===== config.mk =====
export PLATFORM = sky130hd
export DESIGN_NAME = uart_tx_scheduler
export DESIGN_NICKNAME = d
export VERILOG_FILES = /design/src/rtl/uart_tx_scheduler_pkg.sv /design/src/rtl/uart_tx_scheduler_rr_arbiter.sv /design/src/rtl/uart_tx_scheduler.sv
export SDC_FILE = /design/constraint.sdc
export NUM_CORES = 1
export LEC_CHECK = 0
export BUFFER_PORTS_ARGS = -buffer_cell sky130_fd_sc_hd__buf_2
export CAP_MARGIN = 15
export CELL_PAD_IN_SITES_DETAIL_PLACEMENT = 1
export CELL_PAD_IN_SITES_GLOBAL_PLACEMENT = 1
export CORE_ASPECT_RATIO = 1.25
export CORE_MARGIN = 5
export CORE_UTILIZATION = 35
export DETAILED_ROUTE_END_ITERATION = 12
export GPL_TIMING_DRIVEN = 0
export PLACE_DENSITY = 0.84
export SYNTH_ARGS = -nofsm -noshare
export SYNTH_HDL_FRONTEND = slang
export SYNTH_SLANG_ARGS = --single-unit

===== constraint.sdc =====
create_clock -name i_clk -period 2.75 [get_ports i_clk]
set_input_delay 0.4125 -clock i_clk [delete_from_list [all_inputs] [get_ports i_clk]]
set_output_delay 0.4125 -clock i_clk [all_outputs]
set_load 0.01 [all_outputs]

===== src/rtl/uart_tx_scheduler_pkg.sv =====
// Shared constants for the UART transmit scheduler: FSM encodings, widths and
// the round-robin pointer wrap helper.
package uart_tx_scheduler_pkg;

  localparam int unsigned NUM_SRC_DEF = 4;
  localparam int unsigned CNT_W       = 16;
  localparam int unsigned ID_W        = 3;

  localparam logic [1:0] ST_ARB       = 2'd0;
  localparam logic [1:0] ST_LAUNCH    = 2'd1;
  localparam logic [1:0] ST_WAIT_BUSY = 2'd2;
  localparam logic [1:0] ST_WAIT_DONE = 2'd3;

  // Index following idx in a ring of n sources.
  function automatic logic [ID_W-1:0] rr_next(input logic [ID_W-1:0] idx,
                                              input int unsigned     n);
    return (idx == ID_W'(n - 1)) ? '0 : idx + ID_W'(1);
  endfunction

endpackage


===== src/rtl/uart_tx_scheduler_rr_arbiter.sv =====
// Combinational round-robin pick: first request at or after i_ptr, as a
// one-hot grant plus index. The caller owns the pointer register.
module rr_arbiter
  import uart_tx_scheduler_pkg::*;
#(
  parameter int unsigned NUM_SRC = NUM_SRC_DEF
) (
  input  logic [NUM_SRC-1:0] i_req,
  input  logic [ID_W-1:0]    i_ptr,
  output logic [NUM_SRC-1:0] o_gnt,
  output logic [ID_W-1:0]    o_idx,
  output logic               o_valid
);

  localparam logic [ID_W:0] N_L = (ID_W + 1)'(NUM_SRC);

  logic [ID_W:0] w_sum;

  always_comb begin
    o_valid = 1'b0;
    o_idx   = '0;
    w_sum   = '0;
    for (int unsigned k = 0; k < NUM_SRC; k++) begin
      w_sum = {1'b0, i_ptr} + (ID_W + 1)'(k);
      if (w_sum >= N_L) w_sum = w_sum - N_L;
      if (!o_valid && (|(i_req & (NUM_SRC'(1) << w_sum)))) begin
        o_valid = 1'b1;
        o_idx   = w_sum[ID_W-1:0];
      end
    end
  end

  assign o_gnt = o_valid ? (NUM_SRC'(1) << o_idx) : '0;

endmodule


===== src/rtl/uart_tx_scheduler.sv =====
// Shares one byte-serial UART transmitter between NUM_SRC requesters with
// round-robin arbitration, message locking and start/lock timeouts.
module uart_tx_scheduler
  import uart_tx_scheduler_pkg::*;
#(
  parameter int unsigned NUM_SRC       = NUM_SRC_DEF,
  parameter int unsigned LOCK_TIMEOUT  = 1024,
  parameter int unsigned START_TIMEOUT = 8
) (
  input  logic                 i_clk,
  input  logic                 i_rst_n,
  input  logic [NUM_SRC-1:0]   i_src_req,
  input  logic [NUM_SRC-1:0]   i_src_last,
  input  logic [8*NUM_SRC-1:0] i_src_data,
  output logic [NUM_SRC-1:0]   o_src_ack,
  output logic                 o_tx_start,
  output logic [7:0]           o_tx_din,
  input  logic                 i_tx_active,
  input  logic                 i_tx_done,
  output logic                 o_busy,
  output logic [ID_W-1:0]      o_grant_id,
  output logic                 o_locked,
  output logic                 o_err_start,
  output logic                 o_lock_abort
);

  localparam logic [CNT_W-1:0] LOCK_LIM  = CNT_W'(LOCK_TIMEOUT - 1);
  localparam logic [CNT_W-1:0] START_LIM = CNT_W'(START_TIMEOUT - 1);

  logic [1:0]         r_state;
  logic [ID_W-1:0]    r_ptr;
  logic [ID_W-1:0]    r_grant_id;
  logic               r_locked;
  logic               r_last;
  logic [7:0]         r_tx_din;
  logic [CNT_W-1:0]   r_cnt;

  logic [1:0]         w_state_nxt;
  logic [NUM_SRC-1:0] w_arb_gnt;
  logic [ID_W-1:0]    w_arb_idx;
  logic               w_arb_valid;
  logic [NUM_SRC-1:0] w_gid_oh;
  logic [NUM_SRC-1:0] w_win_oh;
  logic               w_own_req;
  logic               w_win_last;
  logic [7:0]         w_win_data;
  logic [ID_W-1:0]    w_win_idx;
  logic               w_grant;
  logic               w_lock_to;
  logic               w_start_to;

  rr_arbiter #(
    .NUM_SRC (NUM_SRC)
  ) u_arb (
    .i_req   (i_src_req),
    .i_ptr   (r_ptr),
    .o_gnt   (w_arb_gnt),
    .o_idx   (w_arb_idx),
    .o_valid (w_arb_valid)
  );

  assign w_gid_oh   = NUM_SRC'(1) << r_grant_id;
  assign w_own_req  = |(i_src_req & w_gid_oh);
  // While locked only the lock holder may win; the arbiter result is ignored.
  assign w_win_oh   = r_locked ? w_gid_oh : w_arb_gnt;
  assign w_win_last = |(i_src_last & w_win_oh);
  assign w_win_data = 8'(i_src_data >> {w_win_idx, 3'b000});

  always_comb begin
    w_state_nxt = r_state;
    w_grant     = 1'b0;
    w_win_idx   = r_grant_id;
    w_lock_to   = 1'b0;
    w_start_to  = 1'b0;
    case (r_state)
      ST_ARB: begin
        if (r_locked) begin
          if (w_own_req)             w_grant   = 1'b1;
          else if (r_cnt >= LOCK_LIM) w_lock_to = 1'b1;
        end else if (w_arb_valid) begin
          w_grant   = 1'b1;
          w_win_idx = w_arb_idx;
        end
        if (w_grant) w_state_nxt = ST_LAUNCH;
      end
      ST_LAUNCH: w_state_nxt = ST_WAIT_BUSY;
      ST_WAIT_BUSY: begin
        if (i_tx_active) begin
          w_state_nxt = ST_WAIT_DONE;
        end else if (r_cnt >= START_LIM) begin
          w_start_to  = 1'b1;
          w_state_nxt = ST_ARB;
        end
      end
      ST_WAIT_DONE: if (i_tx_done) w_state_nxt = ST_ARB;
      default: w_state_nxt = ST_ARB;
    endcase
  end

  always_ff @(posedge i_clk) begin
    if (!i_rst_n) begin
      r_state    <= ST_ARB;
      r_ptr      <= '0;
      r_grant_id <= '0;
      r_locked   <= 1'b0;
      r_last     <= 1'b0;
      r_tx_din   <= '0;
      r_cnt      <= '0;
    end else begin
      r_state <= w_state_nxt;
      if (w_state_nxt != r_state) r_cnt <= '0;
      else if (r_cnt != '1)       r_cnt <= r_cnt + CNT_W'(1);

      if (w_grant) begin
        r_grant_id <= w_win_idx;
        r_tx_din   <= w_win_data;
        r_last     <= w_win_last;
        // Locked continuation bytes leave the pointer where the message began.
        if (!r_locked) r_ptr <= rr_next(w_win_idx, NUM_SRC);
      end

      if (r_state == ST_LAUNCH)       r_locked <= ~r_last;
      else if (w_lock_to || w_start_to) r_locked <= 1'b0;
    end
  end

  assign o_tx_start   = (r_state == ST_LAUNCH);
  assign o_src_ack    = (r_state == ST_LAUNCH) ? w_gid_oh : '0;
  assign o_tx_din     = r_tx_din;
  assign o_busy       = (r_state != ST_ARB);
  assign o_grant_id   = r_grant_id;
  assign o_locked     = r_locked;
  assign o_err_start  = w_start_to;
  assign o_lock_abort = w_lock_to;

endmodule


==> tab_implementation.tex, run 1 <==
\begin{tabular}{lr}
\hline
Metric & Value \\
\hline
\multicolumn{2}{l}{\textbf{STA}} \\
Accumulated negative setup slack & 0 ps \\
Final Setup Violations & 0 \\
RSZ-0062 raised after global routing & yes \\
Maximum achievable frequency & 365 MHz \\
Share of the clock period used by the worst path & 99.7\% \\
Final Critical Period & around 2700 ps \\
Worst Max-Slew Pin Slew & $\sim$640 ps \\
Hold Worst Slack & 347 ps \\
Count of pins over their slew limit & 0 \\
Worst Slack Setup Final & 9.47 ps \\
Clock skew & 3.79 ps \\
Relative max-transition margin & a little under three fifths \\
Count of endpoints failing hold in the final timing report & 0 \\
\multicolumn{2}{l}{\textbf{Clock network}} \\
Clock-pin slew reported for the worst setup and hold paths after clock tree synthesis & $\sim$70 ps \\
Worst-Skew Late Latency & 290 ps \\
Clock tree buffer depth & 2 \\
TritonCTS Buffers & 5 \\
Clock tree from TritonCTS & yes \\
Root buffer cell & sky130\_fd\_sc\_hd\_\_clkbuf\_8 \\
Sinks on Clock Net & 34 \\
H-tree levels & 2 \\
Hold buffer count at CTS & 0 \\
\multicolumn{2}{l}{\textbf{Die}} \\
Initial core utilization & 36.3\% \\
Row count & 32 \\
Floorplan core area & between 6000 and 7000 um2 \\
Number of I/O pins & 64 \\
Die Outline Area & 8210 um2 \\
Y dimension of the die & 100 um \\
Width of the die & 82.0 um \\
\multicolumn{2}{l}{\textbf{Detailed routing}} \\
Total via count in the routed design & 2318 \\
Met1 Wirelength & between 2000 and 3000 um \\
Top layer reached by signal wires & met4 \\
Via count normalized by instance count & about 5.4 \\
Final ANT Viol Nets & 0 \\
Pre-antenna DRT Iters & 4 \\
Wire length on met3 & 288 um \\
Post-route DRC violation count & 0 \\
DR WL met2 & around 3900 um \\
Routed WL & 6950 um \\
Number of DRC violations after detailed-routing iteration 0 & 40 \\
Per-cell routed wire length & 16.1 um \\
\multicolumn{2}{l}{\textbf{Flow run}} \\
Max-capacitance violation count & 0 \\
\multicolumn{2}{l}{\textbf{Critical path}} \\
Crit path max fanout & 6 \\
Number of cell instances on the worst register-to-register path & 16 \\
Required time worst endpoint & 2980 ps \\
Arrival time at the worst endpoint & approximately 3000 ps \\
RR Endpoint & r\_ptr[2] \\
Kind of critical path & reg2reg \\
Register-to-register path setup slack & about 9.5 ps \\
CP endpoint kind & flop \\
Kind of start point of the critical path & flop \\
Setup crit start & r\_ptr[0] \\
Capture point of the critical path & r\_ptr[2] \\
Beginning of the worst register-to-register path & r\_ptr[0] \\
\multicolumn{2}{l}{\textbf{Finish}} \\
Total inserted antenna cells & 0 \\
Total Nets Final & 394 \\
Area of combinational cells with multiple inputs & 1570 um2 \\
Layout Area Growth over Synthesis & 37.4\% \\
Area occupied by registers & 686 um2 \\
Fraction of final layout cells sized beyond drive strength 1 & 41.0\% \\
Layout filler cell count & 765 \\
Final standard cell count with taps included and fillers excluded & 431 \\
Final Util & 49.9\% \\
\multicolumn{2}{l}{\textbf{Yosys}} \\
Yosys top cell by area & sky130\_fd\_sc\_hd\_\_dfxtp\_1 \\
Most repeated cell in the gate-level netlist after synthesis & sky130\_fd\_sc\_hd\_\_dfxtp\_1 \\
Post-synthesis net count & around 300 \\
Number of distinct library cells after synthesis & 54 \\
Commonest cells in the netlist & sky130\_fd\_sc\_hd\_\_dfxtp\_1 (34), sky130\_fd\_sc\_hd\_\_nor2\_1 (27), sky130\_fd\_sc\_hd\_\_nand2\_1 (25) \\
Post-synth EDFFs & 0 \\
Async set or reset register ratio after synthesis & 0\% \\
Gate count after technology mapping & approximately 250 \\
Most common flop cell mapped by yosys & sky130\_fd\_sc\_hd\_\_dfxtp\_1 \\
Number of register bits inferred by synthesis & 34 \\
Cells taking the most area after synthesis & sky130\_fd\_sc\_hd\_\_dfxtp\_1 (30\%), sky130\_fd\_sc\_hd\_\_mux2i\_1 (9.3\%), sky130\_fd\_sc\_hd\_\_nor2\_1 (4.5\%) \\
Sequential-to-total area share from yosys stat & roughly 30\% \\
Yosys warns & 0 \\
Synthesized area & about 2300 um2 \\
Per-instance average area after synthesis & 8.94 um2 \\
Portion of synthesized cell area occupied by the leading cell type & between 20\% and 30\% \\
\multicolumn{2}{l}{\textbf{Global route}} \\
Global-route wire length before repair & approximately 12000 um \\
Antenna violations before repair & 0 \\
Grt total ovfl & 0 \\
Vias in the first global route & 2538 \\
Total track usage & 17.8\% \\
Pin count of the biggest net entering global routing & 11 \\
\multicolumn{2}{l}{\textbf{Status}} \\
Outcome & finished clean \\
\multicolumn{2}{l}{\textbf{Placement}} \\
Port bufs & between 60 and 70 \\
Routability-driven placement congestion ratio & $\sim$0.86 \\
Post-detail-place hpwl & 5240 um \\
Post-Place Cells & roughly 400 \\
Worst slack, placed & -321 ps \\
\multicolumn{2}{l}{\textbf{Power}} \\
Leak Pwr & between 1 and 1.5 nW \\
Power per Cell Area & 1000 nW/um2 \\
Max IR drop VDD & 0.000453 V \\
\multicolumn{2}{l}{\textbf{Hold path}} \\
Kind of path behind the tightest hold check & in2reg \\
\hline
\end{tabular}
==> worst min-delay path by stage <==
stage                            from           to  slack, ps  cells past startpoint
after floorplan              r_cnt[2]     r_cnt[2]        480                      2
after global placement    o_tx_din[5]  o_tx_din[5]        440                      2
after detailed placement  o_tx_din[2]  o_tx_din[2]        460                      2
after CTS                   i_tx_done   r_state[1]        340                      2
after global routing        i_tx_done   r_state[1]        350                      2
final                       i_tx_done   r_state[1]        350                      2
==> worst max-delay path, cell delays in order, from the launching register on <==
cell,delay [ps]
sky130_fd_sc_hd__dfxtp_2,350
sky130_fd_sc_hd__buf_8,110
sky130_fd_sc_hd__inv_6,30
sky130_fd_sc_hd__ha_4,270
sky130_fd_sc_hd__buf_6,90
sky130_fd_sc_hd__mux4_2,320
sky130_fd_sc_hd__and2_4,180
sky130_fd_sc_hd__o41ai_4,370
sky130_fd_sc_hd__nand2b_1,110
sky130_fd_sc_hd__o21ai_2,80
sky130_fd_sc_hd__buf_6,130
sky130_fd_sc_hd__buf_12,120
sky130_fd_sc_hd__inv_6,30
sky130_fd_sc_hd__ha_4,140
sky130_fd_sc_hd__nor3b_2,190
sky130_fd_sc_hd__a21oi_2,50
sky130_fd_sc_hd__nor2_1,90
==> layer usage <==
layer	global-route usage, %	up-vias
li1	-	1116
met1	19.0	1128
met2	34.2	61
met3	3.32	13
met4	5.75	0
met5	0	-
==> state kept, by name, summed over array words and instances (netlist names) <==
name,cells
r_state,2
o_tx_din,8
r_ptr,3
r_cnt,16
r_last,1
o_locked,1
o_grant_id,3
==> where the power goes <==
part | switching [mW] | leakage (nW) | internal, mW
clock | 0.186 | 0.0575 | 0.253
sequential | 0.0787 | 0.278 | 0.580
combinational | 0.972 | 1.01 | 1.06
total | 1.24 | 1.34 | 1.89
==> logic make-up after synthesis <==
kind of cell / Yosys count / synth area share [%]
AOI/OAI and AO/OA: 46 / 16.6
xor gates and xnor gates: 11 / 4.25
adders and majority gates: 5 / 2.76
buffers and inverters: 18 / 5.46
DFF: 34 / 30.0
muxes: 30 / 15.3
and+or+nand+nor: 110 / 25.6
==> layout make-up <==
| type | instances | share of cell area, % |
|---|---|---|
| multi-input cells | 202 | 50.3 |
| flip-flops and latches | 34 | 22.0 |
| repair buffers | 85 | 16.3 |
| clock buffers | 8 | 3.53 |
| well taps | 85 | 3.41 |
| plain buffers | 9 | 3.17 |
| inverters | 8 | 1.28 |
==> cell usage in the layout (no fill, tap or decap), drive strengths merged, types with 6 or more instances in the layout <==
cell / count
mux2i: 22
nor2: 30
buf: 92
xor2: 8
o21ai: 11
nand3: 11
inv: 8
nor3b: 6
nand2: 25
clkbuf: 10
nor4: 6
dfxtp: 34
nor3: 9
a21oi: 7
o221ai: 9
==> what timing repair did <==
item | CTS | global route
resized for setup | 13 | 6
setup buffers | 17 | 5
setup endpoints to repair | 28 | 23
pin swaps | 14 | 10
==> metrics by stage <==
stage / total power, mW / area, um2
after floorplan: 1.88 / 2330
after global placement: 2.20 / 2750
after detailed placement: 2.26 / 2750
after CTS: 3.05 / 3080
after global routing: 3.34 / 3120
final: 3.13 / 3120
No activity file was read; power rests on OpenSTA's default activity.
==> run 2, diff against run 1 <==
--- a/config.mk
+++ b/config.mk
@@ -9,7 +9,6 @@
 export CAP_MARGIN = 15
 export CELL_PAD_IN_SITES_DETAIL_PLACEMENT = 1
 export CELL_PAD_IN_SITES_GLOBAL_PLACEMENT = 1
-export CORE_ASPECT_RATIO = 1.25
 export CORE_MARGIN = 5
 export CORE_UTILIZATION = 35
 export DETAILED_ROUTE_END_ITERATION = 12
==> tab_implementation.tex, run 2 (same netlist as run 1, synthesis figures left out) <==
\begin{tabular}{lr}
\hline
Metric & Value \\
\hline
\multicolumn{2}{l}{\textbf{Critical path}} \\
Kind of start point of the critical path & flop (unchanged) \\
Register-to-register path setup slack & -20 ps (was 9 ps) \\
Required time worst endpoint & 2910 ps (was 2980 ps) \\
CP endpoint kind & flop (unchanged) \\
Number of cell instances on the worst register-to-register path & 14 (was 16) \\
Kind of critical path & reg2reg (unchanged) \\
Beginning of the worst register-to-register path & r\_ptr[0] (unchanged) \\
Crit path max fanout & 8 (was 6) \\
RR Endpoint & o\_tx\_din[1] (was r\_ptr[2]) \\
Arrival time at the worst endpoint & 2930 ps (was 2970 ps) \\
\multicolumn{2}{l}{\textbf{STA}} \\
Count of pins over their slew limit & 0 (unchanged) \\
Maximum achievable frequency & 361 MHz (was 365 MHz) \\
Count of endpoints failing hold in the final timing report & 0 (unchanged) \\
Worst Slack Setup Final & -21.1 ps (was 9.47 ps) \\
Clock skew & 4.00 ps (was 3.79 ps) \\
Worst Max-Slew Pin Slew & 637 ps (about the same) \\
Final Setup Violations & 5 (was 0) \\
Final Critical Period & 2770 ps (was 2740 ps) \\
RSZ-0062 raised after global routing & yes (unchanged) \\
Accumulated negative setup slack & -77.7 ps (was 0 ps) \\
Relative max-transition margin & 56.9\% (was 57.2\%) \\
Share of the clock period used by the worst path & 101\% (was 99.7\%) \\
\multicolumn{2}{l}{\textbf{Clock network}} \\
Root buffer cell & sky130\_fd\_sc\_hd\_\_clkbuf\_8 (unchanged) \\
Hold buffer count at CTS & 0 (unchanged) \\
Worst-Skew Late Latency & 280 ps (was 290 ps) \\
Clock-pin slew reported for the worst setup and hold paths after clock tree synthesis & 60 ps (was 70 ps) \\
H-tree levels & 2 (unchanged) \\
Clock tree from TritonCTS & yes (unchanged) \\
Sinks on Clock Net & 34 (unchanged) \\
TritonCTS Buffers & 5 (unchanged) \\
Clock tree buffer depth & 2 (unchanged) \\
\multicolumn{2}{l}{\textbf{Finish}} \\
Flip-flop count of the largest register after layout & 16 (unchanged) \\
Layout Area Growth over Synthesis & 36.3\% (was 37.4\%) \\
Layout filler cell count & 771 (was 765) \\
Fraction of final layout cells sized beyond drive strength 1 & 41.0\% (about the same) \\
Total inserted antenna cells & 0 (unchanged) \\
Commonest non-fill, non-tap cell in the layout & sky130\_fd\_sc\_hd\_\_buf\_2 (unchanged) \\
Total Nets Final & 394 (unchanged) \\
Final Util & 49.0\% (was 49.9\%) \\
Commonest non-fill, non-tap cells in the layout & sky130\_fd\_sc\_hd\_\_buf\_2 (63), sky130\_fd\_sc\_hd\_\_dfxtp\_1 (32), sky130\_fd\_sc\_hd\_\_nor2\_1 (26) (unchanged) \\
Area occupied by registers & 688 um2 (was 686 um2) \\
Area of combinational cells with multiple inputs & 1560 um2 (was 1570 um2) \\
Top register by number of flip-flops & r\_cnt (unchanged) \\
\multicolumn{2}{l}{\textbf{Placement}} \\
Port bufs & 63 (unchanged) \\
Routability-driven placement congestion ratio & 0.775 (was 0.858) \\
Post-detail-place hpwl & 5160 um (was 5240 um) \\
Worst slack, placed & -332 ps (was -321 ps) \\
\multicolumn{2}{l}{\textbf{Detailed routing}} \\
Pre-antenna DRT Iters & 4 (unchanged) \\
Routed WL & 6740 um (was 6950 um) \\
Number of DRC violations after detailed-routing iteration 0 & 32 (was 40) \\
Per-cell routed wire length & 16.0 um (was 16.1 um) \\
Post-route DRC violation count & 0 (unchanged) \\
Final ANT Viol Nets & 0 (unchanged) \\
Via count normalized by instance count & 5.38 (about the same) \\
Total via count in the routed design & 2264 (was 2318) \\
\multicolumn{2}{l}{\textbf{Hold path}} \\
Startpoint of the lowest-slack hold path & i\_tx\_done (unchanged) \\
Instance count along the most critical hold path & 2 (unchanged) \\
Kind of path behind the tightest hold check & in2reg (unchanged) \\
Worst Hold Endpoint & r\_state[1] (unchanged) \\
\multicolumn{2}{l}{\textbf{Global route}} \\
Total track usage & 16.4\% (was 17.8\%) \\
Pin count of the biggest net entering global routing & 11 (unchanged) \\
Global-route wire length before repair & 11200 um (was 11700 um) \\
Grt total ovfl & 0 (unchanged) \\
Antenna violations before repair & 0 (unchanged) \\
Vias in the first global route & 2399 (was 2538) \\
\multicolumn{2}{l}{\textbf{Die}} \\
Row count & 29 (was 32) \\
Floorplan core area & 6310 um2 (was 6250 um2) \\
Y dimension of the die & 90.5 um (was 100 um) \\
Width of the die & 90.5 um (was 82.0 um) \\
Number of I/O pins & 64 (unchanged) \\
Die Outline Area & 8200 um2 (was 8210 um2) \\
Initial core utilization & 35.9\% (was 36.3\%) \\
\multicolumn{2}{l}{\textbf{Flow run}} \\
Max-capacitance violation count & 0 (unchanged) \\
\multicolumn{2}{l}{\textbf{Status}} \\
Outcome & complete, but fails checks (was finished clean) \\
Failing checks & negative setup slack \\
\multicolumn{2}{l}{\textbf{Power}} \\
Max IR drop VDD & 0.000437 V (was 0.000453 V) \\
Power per Cell Area & 972 nW/um2 (was 1000 nW/um2) \\
Leak Pwr & 1.34 nW (about the same) \\
\hline
\end{tabular}
run 2: changes by cell type in the layout (fill, tap and decap cells not counted), sizes merged:
| cell | change |
|---|---|
| clkbuf | -2 |
run 2: area by class of cell:
cell class                 instances  share of cell area [%]
multi-input combinational        202                    50.6
inverter                           8                    1.21
sequential                        34                    22.2
timing repair buffer              85                    17.0
buffer                             9                    3.20
tap                               77                    3.11
clock buffer                       6                    2.67
run 2: repair_timing:
| action | CTS | global route |
|---|---|---|
| setup endpoints to repair | 28 | 23 |
| pin swaps | 18 | 8 |
| hold endpoints to repair | 0 | 0 |
| setup buffers | 13 | 9 |
| gates resized for setup | 13 | 8 |
run 2: routing by layer:
metal  track usage (%)  routed length, um  vias up
met5                 0                  0        -
met4              4.96                 83        0
met3              4.17                292       10
met2              28.8               3430       52
met1              19.5               2940     1084
li1                  -                  -     1118
run 2: report_power, final:
| group | switching, mW | internal [mW] | total (mW) |
|---|---|---|---|
| Clock | 0.166 | 0.193 | 0.359 |
| Sequential | 0.0824 | 0.581 | 0.664 |
| Combinational | 0.952 | 1.03 | 1.98 |
| Total | 1.20 | 1.81 | 3.01 |
run 2: worst max-delay path by stage:
stage	slack (ps)	to	from
finish	-20	o_tx_din[1]	r_ptr[0]
CTS	-40	o_tx_din[1]	r_ptr[0]
global placement	-270	r_ptr[0]	r_ptr[1]
floorplan	2	r_ptr[1]	r_ptr[0]
global route	-120	r_ptr[2]	r_ptr[0]
detailed placement	-330	r_ptr[2]	r_ptr[1]
run 2: critical path, cell delays in order, from the launching register on:
cell	delay, ps
sky130_fd_sc_hd__dfxtp_4	370
sky130_fd_sc_hd__buf_8	100
sky130_fd_sc_hd__inv_4	30
sky130_fd_sc_hd__ha_4	270
sky130_fd_sc_hd__buf_6	90
sky130_fd_sc_hd__mux4_2	320
sky130_fd_sc_hd__and2_4	180
sky130_fd_sc_hd__o41ai_4	380
sky130_fd_sc_hd__nand2b_1	120
sky130_fd_sc_hd__o21ai_2	90
sky130_fd_sc_hd__buf_6	130
sky130_fd_sc_hd__buf_12	100
sky130_fd_sc_hd__buf_12	130
sky130_fd_sc_hd__mux2i_2	230
sky130_fd_sc_hd__o221ai_2	110
run 2: metrics by stage:
step	power (mW)	area [um2]	hold WS (ps)	std cells
finish	3.01	3090	379	421
global route	3.20	3090	366	421
CTS	2.89	2990	364	413
detailed placement	2.25	2740	461	394
global placement	2.20	2740	441	394
floorplan	1.88	2330	481	254
==> run 3, diff against run 2 <==
--- a/config.mk
+++ b/config.mk
@@ -5,15 +5,17 @@
 export SDC_FILE = /design/constraint.sdc
 export NUM_CORES = 1
 export LEC_CHECK = 0
+export ABC_AREA = 1
+export ABC_CLOCK_PERIOD_IN_PS = 2750
 export BUFFER_PORTS_ARGS = -buffer_cell sky130_fd_sc_hd__buf_2
 export CAP_MARGIN = 15
 export CELL_PAD_IN_SITES_DETAIL_PLACEMENT = 1
 export CELL_PAD_IN_SITES_GLOBAL_PLACEMENT = 1
 export CORE_MARGIN = 5
-export CORE_UTILIZATION = 35
+export CORE_UTILIZATION = 34
 export DETAILED_ROUTE_END_ITERATION = 12
 export GPL_TIMING_DRIVEN = 0
-export PLACE_DENSITY = 0.84
+export PLACE_DENSITY = 0.85
 export SYNTH_ARGS = -nofsm -noshare
 export SYNTH_HDL_FRONTEND = slang
 export SYNTH_SLANG_ARGS = --single-unit
==> tab_implementation.tex, run 3 <==
\begin{tabular}{lr}
\hline
Metric & Value \\
\hline
\multicolumn{2}{l}{\textbf{Global route}} \\
GRT met3 Usage & 3.02\% (was 4.17\%) \\
Antenna violations before repair & 0 (unchanged) \\
GRT Max-Usage Layer & met2 (unchanged) \\
Total track usage & 16.7\% (was 16.4\%) \\
GRT met1 Usage & 21.4\% (was 19.5\%) \\
Vias in the first global route & 2969 (was 2399) \\
Pin count of the biggest net entering global routing & 11 (unchanged) \\
Global-route wire length before repair & 13500 um (was 11200 um) \\
Grt total ovfl & 0 (unchanged) \\
Met2 Track Usage GR & 29.4\% (was 28.8\%) \\
\multicolumn{2}{l}{\textbf{Die}} \\
Number of I/O pins & 64 (unchanged) \\
Floorplan core area & 7330 um2 (was 6310 um2) \\
Row count & 31 (was 29) \\
Die Outline Area & 9440 um2 (was 8200 um2) \\
Width of the die & 97.2 um (was 90.5 um) \\
Initial core utilization & 35.2\% (was 35.9\%) \\
Y dimension of the die & 97.2 um (was 90.5 um) \\
\multicolumn{2}{l}{\textbf{Power}} \\
Max IR drop VDD & 0.000348 V (was 0.000437 V) \\
Overall power & 3.41 mW (was 3.01 mW) \\
Power per Cell Area & 1080 nW/um2 (was 972 nW/um2) \\
Leak Pwr & 1.57 nW (was 1.34 nW) \\
\multicolumn{2}{l}{\textbf{Critical path}} \\
Capture point of the critical path & r\_ptr[1] (was o\_tx\_din[1]) \\
Beginning of the worst register-to-register path & r\_ptr[0] (unchanged) \\
Crit path max fanout & 10 (was 8) \\
CP endpoint kind & flop (unchanged) \\
Number of cell instances on the worst register-to-register path & 18 (was 14) \\
Arrival time at the worst endpoint & 2730 ps (was 2930 ps) \\
Required time worst endpoint & 2910 ps (about the same) \\
Kind of start point of the critical path & flop (unchanged) \\
RR Endpoint & r\_ptr[1] (was o\_tx\_din[1]) \\
Register-to-register path setup slack & 180 ps (was -20 ps) \\
Setup crit start & r\_ptr[0] (unchanged) \\
Kind of critical path & reg2reg (unchanged) \\
\multicolumn{2}{l}{\textbf{Clock network}} \\
TritonCTS Buffers & 5 (unchanged) \\
Worst-Skew Late Latency & 280 ps (about the same) \\
Root buffer cell & sky130\_fd\_sc\_hd\_\_clkbuf\_8 (unchanged) \\
Clock tree from TritonCTS & yes (unchanged) \\
H-tree levels & 2 (unchanged) \\
Sinks on Clock Net & 34 (unchanged) \\
Hold buffer count at CTS & 0 (unchanged) \\
Clock-pin slew reported for the worst setup and hold paths after clock tree synthesis & 60 ps (about the same) \\
Clock tree buffer depth & 2 (unchanged) \\
\multicolumn{2}{l}{\textbf{STA}} \\
Hold Worst Slack & 452 ps (was 379 ps) \\
Maximum achievable frequency & 390 MHz (was 361 MHz) \\
Worst Max-Slew Pin Slew & 580 ps (was 637 ps) \\
Final Critical Period & 2570 ps (was 2770 ps) \\
Clock skew & 9.48 ps (was 4.00 ps) \\
Final Setup Violations & 0 (was 5) \\
Count of endpoints failing hold in the final timing report & 0 (unchanged) \\
Count of pins over their slew limit & 0 (unchanged) \\
Share of the clock period used by the worst path & 93.3\% (was 101\%) \\
Relative max-transition margin & 61.4\% (was 56.9\%) \\
\multicolumn{2}{l}{\textbf{Finish}} \\
Layout filler cell count & 960 (was 771) \\
Commonest non-fill, non-tap cell in the layout & sky130\_fd\_sc\_hd\_\_nand2\_1 (was sky130\_fd\_sc\_hd\_\_buf\_2) \\
Top register by number of flip-flops & r\_cnt (unchanged) \\
Total Nets Final & 512 (was 394) \\
Fraction of final layout cells sized beyond drive strength 1 & 27.9\% (was 41.0\%) \\
Commonest non-fill, non-tap cells in the layout & sky130\_fd\_sc\_hd\_\_nand2\_1 (86), sky130\_fd\_sc\_hd\_\_buf\_2 (64), sky130\_fd\_sc\_hd\_\_inv\_1 (58), sky130\_fd\_sc\_hd\_\_nand3\_1 (58), sky130\_fd\_sc\_hd\_\_nor2\_1 (39) (was sky130\_fd\_sc\_hd\_\_buf\_2 (63), sky130\_fd\_sc\_hd\_\_dfxtp\_1 (32), sky130\_fd\_sc\_hd\_\_nor2\_1 (26)) \\
Flip-flop count of the largest register after layout & 16 (unchanged) \\
Total inserted antenna cells & 0 (unchanged) \\
Layout Area Growth over Synthesis & 21.8\% (was 36.3\%) \\
\multicolumn{2}{l}{\textbf{Yosys}} \\
Number of register bits inferred by synthesis & 34 (unchanged) \\
Yosys top cell by area & sky130\_fd\_sc\_hd\_\_dfxtp\_1 (unchanged) \\
Portion of synthesized cell area occupied by the leading cell type & 26.3\% (was 30.0\%) \\
Commonest cells in the netlist & sky130\_fd\_sc\_hd\_\_nand2\_1 (86), sky130\_fd\_sc\_hd\_\_nand3\_1 (59), sky130\_fd\_sc\_hd\_\_inv\_1 (58) (was sky130\_fd\_sc\_hd\_\_dfxtp\_1 (34), sky130\_fd\_sc\_hd\_\_nor2\_1 (27), sky130\_fd\_sc\_hd\_\_nand2\_1 (25)) \\
Per-instance average area after synthesis & 6.62 um2 (was 8.94 um2) \\
Gate count after technology mapping & 390 (was 254) \\
Post-synth EDFFs & 0 (unchanged) \\
Number of distinct library cells after synthesis & 38 (was 54) \\
Sequential-to-total area share from yosys stat & 26.3\% (was 30.0\%) \\
Most common flop cell mapped by yosys & sky130\_fd\_sc\_hd\_\_dfxtp\_1 (unchanged) \\
Most repeated cell in the gate-level netlist after synthesis & sky130\_fd\_sc\_hd\_\_nand2\_1 (was sky130\_fd\_sc\_hd\_\_dfxtp\_1) \\
Async set or reset register ratio after synthesis & 0\% (unchanged) \\
Synthesized area & 2580 um2 (was 2270 um2) \\
Cells taking the most area after synthesis & sky130\_fd\_sc\_hd\_\_dfxtp\_1 (26\%), sky130\_fd\_sc\_hd\_\_nand2\_1 (12\%), sky130\_fd\_sc\_hd\_\_nand3\_1 (11\%) (was sky130\_fd\_sc\_hd\_\_dfxtp\_1 (30\%), sky130\_fd\_sc\_hd\_\_mux2i\_1 (9.3\%), sky130\_fd\_sc\_hd\_\_nor2\_1 (4.5\%)) \\
Post-synthesis net count & 439 (was 303) \\
Yosys warns & 0 (unchanged) \\
\multicolumn{2}{l}{\textbf{Detailed routing}} \\
Number of DRC violations after detailed-routing iteration 0 & 62 (was 32) \\
Pre-antenna DRT Iters & 4 (unchanged) \\
Via count normalized by instance count & 4.91 (was 5.38) \\
Final ANT Viol Nets & 0 (unchanged) \\
Total via count in the routed design & 2759 (was 2264) \\
Per-cell routed wire length & 13.7 um (was 16.0 um) \\
Routed WL & 7690 um (was 6740 um) \\
Post-route DRC violation count & 0 (unchanged) \\
\multicolumn{2}{l}{\textbf{Status}} \\
Outcome & finished clean (was complete, but fails checks) \\
\multicolumn{2}{l}{\textbf{Hold path}} \\
Kind of path behind the tightest hold check & in2reg (unchanged) \\
\multicolumn{2}{l}{\textbf{Placement}} \\
Post-detail-place hpwl & 6210 um (was 5160 um) \\
Routability-driven placement congestion ratio & 0.843 (was 0.775) \\
Port bufs & 63 (unchanged) \\
\multicolumn{2}{l}{\textbf{Flow run}} \\
Max-capacitance violation count & 0 (unchanged) \\
\hline
\end{tabular}
run 3: what timing repair did:
item                                    in CTS  in global routing
pin swaps                                    0                  1
setup buffers                                0                  3
resized for setup                            2                  4
endpoints found under the setup margin       3                 11
run 3: area by class of cell:
type                       count  area (um2)  area share, %
sequential                    34         686           21.8
timing repair buffer          66         338           10.7
multi-input combinational    283        1590           50.6
clock inverter                 2        10.0          0.318
buffer                         8        80.1           2.54
inverter                      65         249           7.91
clock buffer                   5        68.8           2.19
tap                           99         124           3.94
run 3: cell families after synthesis:
logic type,after synthesis,share of synthesized area [%]
xor+xnor,13,4.41
compound gates,32,7.36
fa+ha+maj,5,2.42
simple gates,233,46.7
flops,34,26.3
buf+inv,73,12.7
run 3: worst min path at each step:
stage / endpoint / slack, ps / cells past startpoint / from
4_1_cts: r_ptr[1] / 450 / 3 / i_rst_n
5_1_grt: r_ptr[1] / 460 / 3 / i_rst_n
6_report: r_ptr[1] / 450 / 3 / i_rst_n
3_5_place_dp: o_tx_din[6] / 470 / 2 / o_tx_din[6]
2_1_floorplan: r_cnt[1] / 460 / 2 / r_cnt[1]
3_3_place_gp: o_tx_din[0] / 470 / 2 / o_tx_din[0]
run 3: power by group:
group	leakage (nW)	internal (mW)	switching, mW
clock	0.0438	0.170	0.172
combinational	1.25	0.873	1.51
sequential	0.278	0.585	0.0957
total	1.57	1.63	1.78
run 3: stage by stage:
stage / cell area, um2 / instances / setup TNS, ps / util, % / setup WS (ps)
after floorplan: 2580 / 390 / 0 / - / 280
after global placement: 3020 / 552 / -9.83 / 41.2 / -9.83
after detailed placement: 3020 / 552 / -246 / 41.2 / -102
after CTS: 3110 / 559 / 0 / 42.4 / 11.3
after global routing: 3150 / 562 / -0.540 / 42.9 / -0.540
final: 3150 / 562 / 0 / 42.9 / 184
run 3: per-layer routing:
layer | vias up | wire length [um]
met4 | 0 | 87
met1 | 1305 | 3500
met3 | 10 | 290
met5 | - | 0
met2 | 59 | 3810
li1 | 1385 | -
run 3: worst max-delay path, stage by stage (launching register included):
cell	delay (ps)
sky130_fd_sc_hd__dfxtp_2	340
sky130_fd_sc_hd__buf_6	130
sky130_fd_sc_hd__inv_6	50
sky130_fd_sc_hd__ha_4	300
sky130_fd_sc_hd__inv_2	50
sky130_fd_sc_hd__nand2_1	60
sky130_fd_sc_hd__nand2_1	60
sky130_fd_sc_hd__nand2_2	90
sky130_fd_sc_hd__nand2_4	80
sky130_fd_sc_hd__nor2_8	120
sky130_fd_sc_hd__nand3_4	100
sky130_fd_sc_hd__nand3_4	130
sky130_fd_sc_hd__nand2_4	120
sky130_fd_sc_hd__nand2_8	130
sky130_fd_sc_hd__buf_8	140
sky130_fd_sc_hd__inv_1	50
sky130_fd_sc_hd__ha_1	280
sky130_fd_sc_hd__o21ai_0	160
sky130_fd_sc_hd__a21oi_1	50
